--- src/rtl/serial_pattern_source.sv ---
// Parallel-to-serial word source feeding the sequence detector.
// One-word holding register lets back-to-back words stream with no idle gap.
module serial_pattern_source #(
   parameter int unsigned WIDTH     = 8,
   parameter bit          MSB_FIRST = 1'b1,
   parameter bit          IDLE_BIT  = 1'b0
) (
   input  logic             clk,
   input  logic             reset,
   input  logic [WIDTH-1:0] din,
   input  logic             load,
   output logic             ready,
   output logic             x,
   output logic             busy,
   output logic             done,
   output logic [7:0]       word_count
);

   localparam int unsigned CW = (WIDTH > 1) ? $clog2(WIDTH) : 1;
   localparam logic [CW-1:0] LastBit = CW'(WIDTH - 1);

   typedef enum logic {StIdle, StShift} state_e;

   state_e           state;
   logic [WIDTH-1:0] hold;
   logic             hold_valid;
   logic [WIDTH-1:0] sreg;
   logic [CW-1:0]    bit_cnt;

   logic             accept;
   logic             last_bit;
   logic [WIDTH-1:0] sreg_shifted;

   always_comb begin
      accept   = load & ~hold_valid;
      last_bit = (state == StShift) && (bit_cnt == LastBit);
      if (MSB_FIRST) begin
         sreg_shifted = sreg << 1;
      end else begin
         sreg_shifted = sreg >> 1;
      end
   end

   // accept needs hold_valid=0 and every transfer needs hold_valid=1, so they never collide
   always_ff @(posedge clk) begin
      if (reset) begin
         state      <= StIdle;
         hold       <= '0;
         hold_valid <= 1'b0;
         sreg       <= '0;
         bit_cnt    <= '0;
         word_count <= '0;
      end else begin
         if (accept) begin
            hold       <= din;
            hold_valid <= 1'b1;
         end
         unique case (state)
            StIdle: begin
               if (hold_valid) begin
                  sreg       <= hold;
                  bit_cnt    <= '0;
                  hold_valid <= 1'b0;
                  state      <= StShift;
               end
            end
            StShift: begin
               if (last_bit) begin
                  word_count <= word_count + 8'd1;
                  bit_cnt    <= '0;
                  if (hold_valid) begin
                     sreg       <= hold;
                     hold_valid <= 1'b0;
                  end else begin
                     sreg  <= sreg_shifted;
                     state <= StIdle;
                  end
               end else begin
                  sreg    <= sreg_shifted;
                  bit_cnt <= bit_cnt + 1'b1;
               end
            end
            default: state <= StIdle;
         endcase
      end
   end

   always_comb begin
      ready = ~hold_valid;
      busy  = (state == StShift);
      done  = last_bit;
      if (state == StShift) begin
         x = MSB_FIRST ? sreg[WIDTH-1] : sreg[0];
      end else begin
         x = IDLE_BIT;
      end
   end

endmodule

--- config.mk ---
export PLATFORM = sky130hd
export DESIGN_NAME = serial_pattern_source
export DESIGN_NICKNAME = d
export VERILOG_FILES = /design/src/rtl/serial_pattern_source.sv
export SDC_FILE = /design/constraint.sdc
export NUM_CORES = 1
export LEC_CHECK = 0
export ABC_AREA = 1
export BUFFER_PORTS_ARGS = -buffer_cell sky130_fd_sc_hd__buf_2
export CELL_PAD_IN_SITES_DETAIL_PLACEMENT = 1
export CELL_PAD_IN_SITES_GLOBAL_PLACEMENT = 1
export CORE_UTILIZATION = 40
export CTS_BUF_LIST = sky130_fd_sc_hd__clkbuf_8
export DETAILED_ROUTE_END_ITERATION = 16
export PLACE_DENSITY = 0.91
export SLEW_MARGIN = 20
export SYNTH_ARGS = -nofsm -noshare
export SYNTH_HDL_FRONTEND = slang
export SYNTH_SLANG_ARGS = --single-unit
--- constraint.sdc ---
create_clock -name clk -period 1.62 [get_ports clk]
set_clock_uncertainty 0.05 [all_clocks]
set_input_delay 0.324 -clock clk [delete_from_list [all_inputs] [get_ports clk]]
set_output_delay 0.324 -clock clk [all_outputs]
set_load 0.02 [all_outputs]
Word level (Yosys, flattened, before mapping)
Cells that the tools add are included.
- register bits: 29
- output and inout port bits: 12
- add/subtract/negate cells: 2
- equal/unequal tests: 2
- muxes and demuxes: 15
- bitwise gates (word level): 3
- reductions and logical operators: 2
- operators with widths (cell ; number):
    $mux 8 ; 3
    $pmux 8 s2 ; 1
    $add 8x1->8 const B ; 1
    $mux 1 ; 6
    $mux 3 ; 2
    $pmux 3 s2 ; 1
    $pmux 1 s2 ; 2
    $add 3x1->3 const B ; 1
    $eq 3x3->1 const B ; 1
    $ne 2x2->1 const B ; 1
    $not 1->1 ; 2
    $reduce_and 2->1 ; 1
    $and 1x1->1 ; 1
    $logic_and 1x1->1 ; 1

Longest topological paths before layout
Gate-level depths: netlist (run 1).
- word-level depth: 6
- depth in mapped cells: 8
- mapped depth without buffers: 8

Worst setup path after synthesis (run 1)
OpenSTA, ideal clock, no wires.
- kind: register to register
- from: register bit_cnt[0]
- to: register word_count[4]
- arrival time: 1225 ps
- required time: 1455 ps
- slack: 230 ps
- stages on the path, launching flop included: 8
- buffers on the path: 0
- clock period less this slack: 1390 ps
- cells stage by stage: dfxtp_1 ha_1 ha_1 nand2_1 nor3b_1 nand2_1 nand2_1 nor2_1
- word-level cells in the longest chain between the ends: 3
- RTL lines (element ; RTL line ; text):
    start: declaration ; 28 ; logic [CW-1:0] bit_cnt;
    start signal: assignment ; 80 ; bit_cnt <= bit_cnt + 1'b1;
    $eq 3x3->1 ; 36 ; last_bit = (state == StShift) && (bit_cnt == LastBit);
    $logic_and 1x1->1 ; 36 ;
    $reduce_and 2->1 (no source line) ; - ;
    end signal: assignment ; 69 ; word_count <= word_count + 8'd1;
    end: declaration ; 16 ; output logic [7:0] word_count
Every way passes these cells.
A chain may end at the register's enable or synchronous reset.

Worst setup path after layout (run 1)
- from: register bit_cnt[0]
- to: output port done
- word-level cells in the longest chain between the ends: 2
- RTL lines (element ; RTL line ; text):
    $eq 3x3->1 ; 36 ;
    $logic_and 1x1->1 ; 36 ;
    end: declaration ; 15 ; output logic done,
Every way passes these cells.

==> results of run 1 <==
[layout make-up]
type / count / area, um2
fillers: 371 / 1297
flip-flops and latches: 29 / 585.6
multi-input cells: 112 / 568.0
repair buffers: 29 / 181.4
inverters: 27 / 101.3
clock buffers: 5 / 68.82
well taps: 31 / 38.79
clock inverters: 3 / 11.26
[stage by stage]
stage / instances / power, mW
2_1_floorplan: 172 / 0.9031
3_3_place_gp: 224 / 0.9397
3_5_place_dp: 224 / 0.9555
4_1_cts: 235 / 1.519
5_1_grt: 236 / 1.594
6_report: 236 / 1.520
[worst max-delay path by stage]
| stage | start | endpoint | slack, ns |
|---|---|---|---|
| 5_1_grt | bit_cnt[0]$_SDFFE_PP0P_ | done | 0.02 |
| 3_3_place_gp | bit_cnt[0]$_SDFFE_PP0P_ | done | 0.13 |
| 2_1_floorplan | bit_cnt[0]$_SDFFE_PP0P_ | done | 0.23 |
| 6_report | bit_cnt[0]$_SDFFE_PP0P_ | done | 0.06 |
| 4_1_cts | bit_cnt[0]$_SDFFE_PP0P_ | done | 0.02 |
| 3_5_place_dp | bit_cnt[0]$_SDFFE_PP0P_ | word_count[6]$_SDFFE_PP0P_ | 0.05 |
[cell families (layout without fill, tap and decap cells)]
group                      Yosys count  in the layout
and+or+nand+nor                     63             63
AOI/OAI and AO/OA                   46             46
adders and majority gates            3              3
buffers and inverters               31             64
DFF                                 29             29
[registers in the layout, indices dropped and copies added (netlist names)]
name,count
bit_cnt,3
busy,1
hold,8
hold_valid,1
sreg,8
word_count,8
[report_power, final]
part           internal, mW  total (mW)  switching (mW)
Combinational        0.0682       0.174           0.106
Sequential            0.757       0.790          0.0325
Clock                 0.285       0.556           0.271
Total                  1.11        1.52           0.409
[cells in the final DEF, fill, tap and decap left out]
master	netlist	layout
a21oi_1	18	18
a21oi_4	1	1
buf_12	0	1
buf_2	0	21
buf_4	1	6
buf_6	1	1
clkbuf_8	0	5
dfxtp_1	29	27
dfxtp_2	0	1
dfxtp_4	0	1
ha_1	3	1
ha_4	0	2
inv_1	27	28
inv_2	0	2
nand2_1	31	30
nand2_4	0	1
nand3_1	3	3
nand4_1	3	3
nor2_1	25	24
nor2_2	0	1
nor3b_1	1	1
o21a_1	1	1
o21ai_0	26	26
[repair_timing]
action | CTS | global route
setup buffers | 3 | 1
gates resized for setup | 8 | 6
setup endpoints to repair | 1 | 13
pin swaps | 0 | 1
[worst min-delay path, cell delays in order]
cell	delay [ns]
buf_2	0.07
o21ai_0	0.07
nor2_1	0.08
[layer usage]
layer / part of all wire, % / up-vias / wire, um
met5: 0 / - / 0
met1: 43 / 583 / 1502
met3: 3.2 / 10 / 111
met4: 3.4 / 0 / 120
met2: 50 / 26 / 1763
li1: - / 609 / -
==> results.md, run 1 <==
* Failing checks: design-rule violations
* Warning count from the yosys run at 0
* Routability cong. at 0.8024
* R2R cell count at 8
* # IOs at 23
* Number of global-route vias before repair at 1315
* M1 GR Usage at 28.51%
* Clock Sink Count at 29
* Worst vdd ir at 0.5673 mV
* Placed Area at 1386 um2
* Final Hold Fails at 0
* PwrDens at 977.1 nW/um2
* H-Tree Depth at 2
* Vias per inst at 5.203
* Tcrit/Tclk final at 96.44%
* CP top delay family: flip-flops
* CTS clk-pin slew, worst paths at 0.06 ns
* Top cells by area, synth: dfxtp_1 (47%), o21ai_0 (10%), nand2_1 (9.4%)
* Worst Hold Endpoint: hold[3]$_SDFFE_PP0P_
* Main combinational cell family by area after synthesis: simple AND/OR/NAND/NOR gates
* WL final at 3498 um
* Minimum hold slack at 0.2536 ns
* Post-synthesis register bit count at 29
* Gate Count Post-Synth at 172
* DRC Markers at 1
* Leading area contributor after synthesis: dfxtp_1
* Max_cap viols at 0
* Most used cell, CP: ha_4
* Worst setup margin at 0.05770 ns
* Core area at 2853 um2
* CP cell instances: ha_4, ha_4, nand2_4, inv_2, buf_6
* Net Count, Synth at 186
* WL per Instance at 14.82 um
* Die Span X at 57.73 um
* Fmax at 640.1 MHz
* Global-route wire length before repair at 6030 um
* Pin count of the biggest net entering global routing at 16
* Slowest stage delay, CP at 0.35 ns
* Adder-Cell Fraction of Synth Area at 3.021%
* Synth Area in XOR/XNOR at 0%
* Dpl hpwl at 2278 um
* Met3 global-route usage at 6.696%
* Slew headroom at 75.89%
* Post-DRT Antenna Nets at 0
* Post-synthesis cell type count at 16
* Design area at 1555 um2
* Initial Util at 43.55%
* Initial antenna violation count at 0
* Mux contribution to synthesized area at 0%
* Compound-gate portion of the synthesized area at 19.64%
* Placement Setup Slack at 0.04706 ns
* Syn Area/Cell at 7.224 um2
* HP Class: in2reg
* Setup TNS at 0 ns
* Static Leak at 0.7349 nW
* Worst setup SP type: register
* DIE AREA at 3333 um2
* Crit path depth at 5
* Total track usage at 24.49%
* Crit Path Class: reg2out
* Diodes inserted at 0
* RR Endpoint: sreg[5]$_SDFFE_PP0P_
* Fraction of registers with async set or reset after synthesis at 0%
* Status: finished, violations left
* Ratio of cells with drive above 1 in the final layout at 20.98%
* Crit. End Element: primary output
* Simple-gate area share of the yosys netlist at 20.24%
* Max clock buf depth at 2
* Post-synth EDFFs at 0
* Sequential cell area fraction in the yosys report at 46.73%
* Min-Delay Path Depth at 3
* Fin nets at 218
* DRT iter0 DRCs at 47
* Mapped Area at 1242 um2
* Worst path bufs/invs at 2
* Worst r2r src: bit_cnt[0]$_SDFFE_PP0P_
* Slowest cell on the critical path: dfxtp_4
* Hold_sp: din[3]
* Max-slew violation count at 0
* Synth top cells by count: nand2_1 (31), dfxtp_1 (29), inv_1 (27)
* # hold bufs at CTS at 0
* Total number of vias at 1228
* Core Util, Final at 54.52%
* Num CTS Buffers at 5
* Setup-failing EPs final at 0
* RSZ-0062 raised after global routing: no
* Arrival time at the worst endpoint at 1.19 ns
* Total grt overflow at 0
* Critical Path RT at 1.25 ns
* Critical path fanouts, max at 2
* Slew of the pin with the lowest slew margin at 0.3611 ns
* Root buffer cell: clkbuf_8
* Synth-to-layout area growth at 25.18%
* Clk_lat worst skew at 0.29 ns
* Reg-to-reg slack, setup at 0.10 ns
* Buffers on Ports at 22
* Drt pass-1 iters at 10
* DIE HEIGHT at 57.73 um
* Most frequent cell after synthesis: nand2_1
* Most Crowded Layer GR: met2
* CTS tree: yes
* Top-area cell type share of the netlist area at 46.73%
* Min Tclk post-route at 1.562 ns
* Row Count at 19
* Post-synth top flop: dfxtp_1
* GRT met2 Usage at 42.52%
No activity file was read; power rests on OpenSTA's default activity.
==> run 2, diff against run 1 <==
==> constraint.sdc (replaced) <==
create_clock -name clk -period 1.9 [get_ports clk]
set_clock_uncertainty 0.05 [all_clocks]
set_input_delay 0.38 -clock clk [delete_from_list [all_inputs] [get_ports clk]]
set_output_delay 0.38 -clock clk [all_outputs]
set_load 0.02 [all_outputs]
==> run 2 against run 1 <==
Against the previous run:
- the flow still finishes with violations (design-rule violations)
- worst setup slack worse by 0.0092 ns
- wire length down 9.9%
- clock power down 14%
- critical endpoint unchanged
- utilization down 3.4 points
- via count down 1.5%
==> results.md, run 2 (same netlist as run 1, synthesis figures left out) <==
* Status: finished, violations left
* Failing checks: design-rule violations
* Vias per inst at 5.257 (+1.0%)
* Pin count of the biggest net entering global routing at 24 (+8)
* Initial Util at 43.55% (unchanged)
* Num CTS Buffers at 5 (unchanged)
* Dpl hpwl at 2154 um (-5.4%)
* Critical path fanouts, max at 6 (+4)
* Drt pass-1 iters at 10 (unchanged)
* Global-route wire length before repair at 5112 um (-15%)
* Ratio of cells with drive above 1 in the final layout at 16.58% (-4.4 points)
* Largest regs: hold x8, sreg x8, word_count x8
* Total track usage at 20.27% (-4.2 points)
* CTS clk-pin slew, worst paths at 0.06 ns (about the same)
* Clock Sink Count at 29 (unchanged)
* Number of global-route vias before repair at 1194 (-9.2%)
* Min Tclk post-route at 1.851 ns
* DIE AREA at 3333 um2 (unchanged)
* Row Count at 19 (unchanged)
* Minimum hold slack at 0.3014 ns (+0.04775 ns)
* Die Span X at 57.73 um (unchanged)
* Design area at 1459 um2 (-6.2%)
* PwrDens at 878.4 nW/um2 (-10%)
* Buffers on Ports at 22 (unchanged)
* # IOs at 23 (unchanged)
* Fmax at 540.1 MHz
* Core area at 2853 um2 (unchanged)
* Slowest cell on the critical path: dfxtp_1
* Slew headroom at 57.05% (-19 points)
* # hold bufs at CTS at 0 (unchanged)
* DRT iter0 DRCs at 27 (-43%)
* DIE HEIGHT at 57.73 um (unchanged)
* Clk_lat worst skew at 0.28 ns (about the same)
* Slew of the pin with the lowest slew margin at 0.6435 ns (+0.2824 ns)
* Worst vdd ir at 0.4245 mV (-25%)
* Root buffer cell: clkbuf_8
* Setup-failing EPs final at 0 (unchanged)
* Max clock buf depth at 2 (unchanged)
* Arrival time at the worst endpoint at 1.42 ns (+0.23 ns)
* Crit Path Class: reg2out
* Fin nets at 212 (-2.8%)
* WL final at 3150 um (-9.9%)
* Most frequent cells in the layout: nand2_1 (30), dfxtp_1 (29), inv_1 (28)
* Total number of vias at 1209 (-1.5%)
* Critical Path RT at 1.47 ns (+0.22 ns)
* Diodes inserted at 0 (unchanged)
* DRC Markers at 1 (unchanged)
* Final Hold Fails at 0 (unchanged)
* Max-slew violation count at 0 (unchanged)
* Total grt overflow at 0 (unchanged)
* Worst setup SP type: register
* WL per Instance at 13.70 um (-7.6%)
* Placed Area at 1371 um2 (-1.1%)
* Max_cap viols at 0 (unchanged)
* Crit. End Element: primary output
* Static Leak at 0.6905 nW (-6.0%)
* Setup TNS at 0 ns (unchanged)
* CTS tree: yes
* Fillers at 373 (+0.54%)
* Routability cong. at 0.8010 (-0.17%)
* H-Tree Depth at 2 (unchanged)
* CP cell instances: ha_1, ha_2, nand2_2, inv_1, buf_2
* Post-DRT Antenna Nets at 0 (unchanged)
* Slowest stage delay, CP at 0.36 ns (about the same)
* Most common cell after layout, fill and taps aside: nand2_1
* Tcrit/Tclk final at 97.45%
* Initial antenna violation count at 0 (unchanged)
* Synth-to-layout area growth at 17.42%
* HP Class: in2reg
-- run 2: changes by cell type in the layout (fill, tap and decap cells not counted), sizes merged --
cell,change
clkinv,+2
inv,-2
buf,-6
-- run 2: routing by layer --
metal  global-route usage [%]  routed length [um]  vias to the layer above
li1                         -                   -                      598
met1                    23.25                1336                      582
met2                    35.71                1646                       24
met3                    4.688                 118                        5
met4                    9.524                  48                        0
met5                        0                   0                        -
-- run 2: report_power, final --
part / total (mW) / internal (mW) / switching, mW
sequential: 0.669 / 0.645 / 0.0239
clock: 0.479 / 0.247 / 0.231
combinational: 0.134 / 0.0460 / 0.0878
-- run 2: worst max-delay path, delay by kind of cell, from the launching register on --
| kind | cells | cell delay (ns) |
|---|---|---|
| adders and majority gates | 2 | 0.42 |
| DFF | 1 | 0.36 |
| and+or+nand+nor | 1 | 0.11 |
| buffers and inverters | 2 | 0.25 |
-- run 2: what timing repair did --
action / in CTS / in global routing
buffers inserted: 0 / 0
resized for setup: 1 / 1
endpoints found under the setup margin: 1 / 1
-- run 2: per-stage QoR --
stage / setup WS [ns] / cells / total power [mW] / utilization (%)
after CTS: 0.01461 / 230 / 1.297 / 51.05
final: 0.04853 / 230 / 1.282 / 51.14
after global routing: -0.008681 / 230 / 1.341 / 51.14
after global placement: 0.3498 / 222 / 0.7987 / 48.07
after floorplan: 0.4536 / 172 / 0.7700 / -
after detailed placement: 0.2744 / 222 / 0.8118 / 48.07
-- run 2: area by class of cell --
cell class	instances	area (um2)	area share [%]
Sequential cell	29	580.6	39.79
Multi-Input combinational cell	112	538.0	36.88
Timing Repair Buffer	23	117.6	8.062
Inverter	27	101.3	6.947
Clock buffer	5	68.82	4.717
Tap cell	31	38.79	2.659
Clock inverter	3	13.76	0.9434
-- run 2: path summary, 6_finish.rpt --
path | depth (start not counted) | from | to | slack (ns)
setup / recovery | 5 | bit_cnt[0]$_SDFFE_PP0P_ | done | 0.05
hold / removal | 3 | din[3] | hold[3]$_SDFFE_PP0P_ | 0.30
setup reg to reg | 7 | bit_cnt[0]$_SDFFE_PP0P_ | word_count[6]$_SDFFE_PP0P_ | 0.35
hold reg to reg | 2 | sreg[0]$_SDFFE_PP0P_ | sreg[0]$_SDFFE_PP0P_ | 0.42
==> run 3, diff against run 2 <==
==> constraint.sdc (replaced) <==
create_clock -name clk -period 2 [get_ports clk]
set_clock_uncertainty 0.05 [all_clocks]
set_input_delay 0.4 -clock clk [delete_from_list [all_inputs] [get_ports clk]]
set_output_delay 0.4 -clock clk [all_outputs]
set_load 0.02 [all_outputs]
==> run 3 against run 2 <==
Against the previous run:
- combinational power shrank 9%
- the run still ends with design-rule violations left
- sequential share of layout area up 0.10 points
- hold slack better by 0.024 ns
- non-clock buffer count decreased by 1
- via count is 2.6% lower
==> results.md, run 3 (same netlist as run 1, synthesis figures left out) <==
* Slowest cell on the critical path: dfxtp_1
* Dpl hpwl at 2144 um (-0.46%)
* Total number of vias at 1178 (-2.6%)
* RR Endpoint: sreg[5]$_SDFFE_PP0P_
* Global-route wire length before repair at 5154 um (+0.82%)
* Vias per inst at 5.167 (-1.7%)
* Setup TNS at 0 ns (unchanged)
* Min-Delay Path Depth at 2 (-1)
* Crit Path Class: reg2out
* Arrival time at the worst endpoint at 1.40 ns (-0.02 ns)
* Die Span X at 57.73 um (unchanged)
* Initial antenna violation count at 0 (unchanged)
* Pin count of the biggest net entering global routing at 24 (unchanged)
* Sw Share at 25.05% (-1.7 points)
* Synth-to-layout area growth at 17.12%
* Internal at 0.9218 mW (-1.8%)
* Number of global-route vias before repair at 1125 (-5.8%)
* Critical Path RT at 1.55 ns (+0.08 ns)
* Root buffer cell: clkbuf_8
* Initial Util at 43.55% (unchanged)
* WL per Instance at 13.34 um (-2.6%)
* Critical path fanouts, max at 6 (unchanged)
* Total grt overflow at 0 (unchanged)
* Final Hold Fails at 0 (unchanged)
* R2R cell count at 6 (-1)
* Most common cell after layout, fill and taps aside: nand2_1
* Post-DRT Antenna Nets at 0 (unchanged)
* # IOs at 23 (unchanged)
* CP Launch Point: bit_cnt[0]$_SDFFE_PP0P_
* Drt pass-1 iters at 10 (unchanged)
* CTS clk-pin slew, worst paths at 0.05 ns (about the same)
* Critical path destination: done
* Core Util, Final at 51.01% (-0.13 points)
* Worst r2r src: bit_cnt[0]$_SDFFE_PP0P_
* Reg-to-reg slack, setup at 0.48 ns (+0.13 ns)
* Status: finished, violations left
* Crit. End Element: primary output
* # hold bufs at CTS at 0 (unchanged)
* WL final at 3041 um (-3.5%)
* NetSw at 0.3080 mW (-10%)
* Slowest stage delay, CP at 0.37 ns (about the same)
* Tcrit/Tclk final at 92.36%
* RSZ-0062 raised after global routing: no
* Comb power frac at 9.9% (-0.5 points)
* Clk_lat worst skew at 0.28 ns (about the same)
* DRC Markers at 1 (unchanged)
* Failing checks: design-rule violations
* Min Tclk post-route at 1.847 ns
* Max_cap viols at 0 (unchanged)
* HP Class: in2reg
* CP cell instances: ha_1, ha_2, nand2_2, inv_1, buf_2
* Routability cong. at 0.8030 (+0.25%)
* Largest regs: hold x8, sreg x8, word_count x8
* Setup-failing EPs final at 0 (unchanged)
* Power share of the sequential group at 51.7% (-0.5 points)
* Max-slew violation count at 0 (unchanged)
* DIE AREA at 3333 um2 (unchanged)
* Total track usage at 21.10% (+0.83 points)
* CTS tree: yes
* Static Leak at 0.6852 nW (-0.77%)
* Fmax at 541.3 MHz
* Clock network power share at 38.3% (+1.0 points)
* Row Count at 19 (unchanged)
* Ratio of cells with drive above 1 in the final layout at 15.74% (-0.85 points)
* DIE HEIGHT at 57.73 um (unchanged)
* Slew of the pin with the lowest slew margin at 0.6197 ns (-0.02380 ns)
* Buffers on Ports at 22 (unchanged)
* Slew headroom at 58.64% (+1.6 points)
* Core area at 2853 um2 (unchanged)
* H-Tree Depth at 2 (unchanged)
* Max clock buf depth at 2 (unchanged)
* PwrDens at 845.2 nW/um2 (-3.8%)
* Worst vdd ir at 0.4769 mV (+12%)
* Num CTS Buffers at 5 (unchanged)
* DRT iter0 DRCs at 20 (-26%)
* Clock Sink Count at 29 (unchanged)
* Fin nets at 211 (-0.47%)
* Diodes inserted at 0 (unchanged)
* Fillers at 384 (+2.9%)
* Worst setup SP type: register
* Most frequent cells in the layout: nand2_1 (30), dfxtp_1 (29), inv_1 (28)
[run 3: cell types whose count changed in the layout (fill, tap and decap cells not counted), sizes merged]
cell	change
clkbuf	+1
buf	-1
clkinv	-2
[run 3: per-stage QoR]
step | hold slack, ns | total power, mW | cells | setup slack (ns) | cell area, um2
after CTS | 0.3193 | 1.244 | 228 | 0.04416 | 1450
after global placement | 0.3933 | 0.7562 | 221 | 0.4301 | 1364
after floorplan | 0.3783 | 0.7315 | 172 | 0.5336 | 1242
after detailed placement | 0.4171 | 0.7676 | 221 | 0.3571 | 1364
after global routing | 0.3414 | 1.293 | 228 | 0.05084 | 1455
final | 0.3256 | 1.230 | 228 | 0.1527 | 1455
[run 3: worst min-delay path by stage]
stage,startpoint,end,slack [ns]
floorplan,bit_cnt[0]$_SDFFE_PP0P_,bit_cnt[0]$_SDFFE_PP0P_,0.38
global placement,bit_cnt[0]$_SDFFE_PP0P_,bit_cnt[0]$_SDFFE_PP0P_,0.39
detailed placement,hold[6]$_SDFFE_PP0P_,hold[6]$_SDFFE_PP0P_,0.42
CTS,reset,sreg[0]$_SDFFE_PP0P_,0.32
global route,reset,sreg[0]$_SDFFE_PP0P_,0.34
finish,reset,sreg[0]$_SDFFE_PP0P_,0.33
[run 3: final cells by class]
class	count	area (um2)	area share, %
clock inverter	1	3.754	0.2580
clock buffer	6	82.58	5.675
timing repair buffer	22	110.1	7.567
sequential	29	580.6	39.90
tap	31	38.79	2.666
inverter	27	101.3	6.965
multi-input combinational	112	538.0	36.97
[run 3: power groups by stage]
stage                     combinational (mW)  clock [mW]  sequential [mW]
after detailed placement               0.120           0            0.648
after global placement                 0.111           0            0.645
final                                  0.122       0.471            0.636
after CTS                              0.123       0.484            0.636
after floorplan                       0.0888           0            0.643
after global routing                   0.142       0.512            0.640
[run 3: critical path: cells and delay by family (launching register included)]
kind | cells | cell delay (ns)
flip-flops | 1 | 0.37
adder cells (fa/ha/maj) | 2 | 0.40
buffers and inverters | 2 | 0.25
AND/OR/NAND/NOR | 1 | 0.11
[run 3: metal layers]
layer  share of wire [%]  vias up  GRT usage [%]
met3                 4.4        5          6.696
li1                    -      597              -
met5                   0        -              0
met1                  45      553          25.14
met4                 1.8        0          8.163
met2                  49       23          35.55
[run 3: what timing repair did]
action,CTS,global route
endpoints found under the setup margin,0,1
gates resized for setup,0,2
setup buffers,0,0
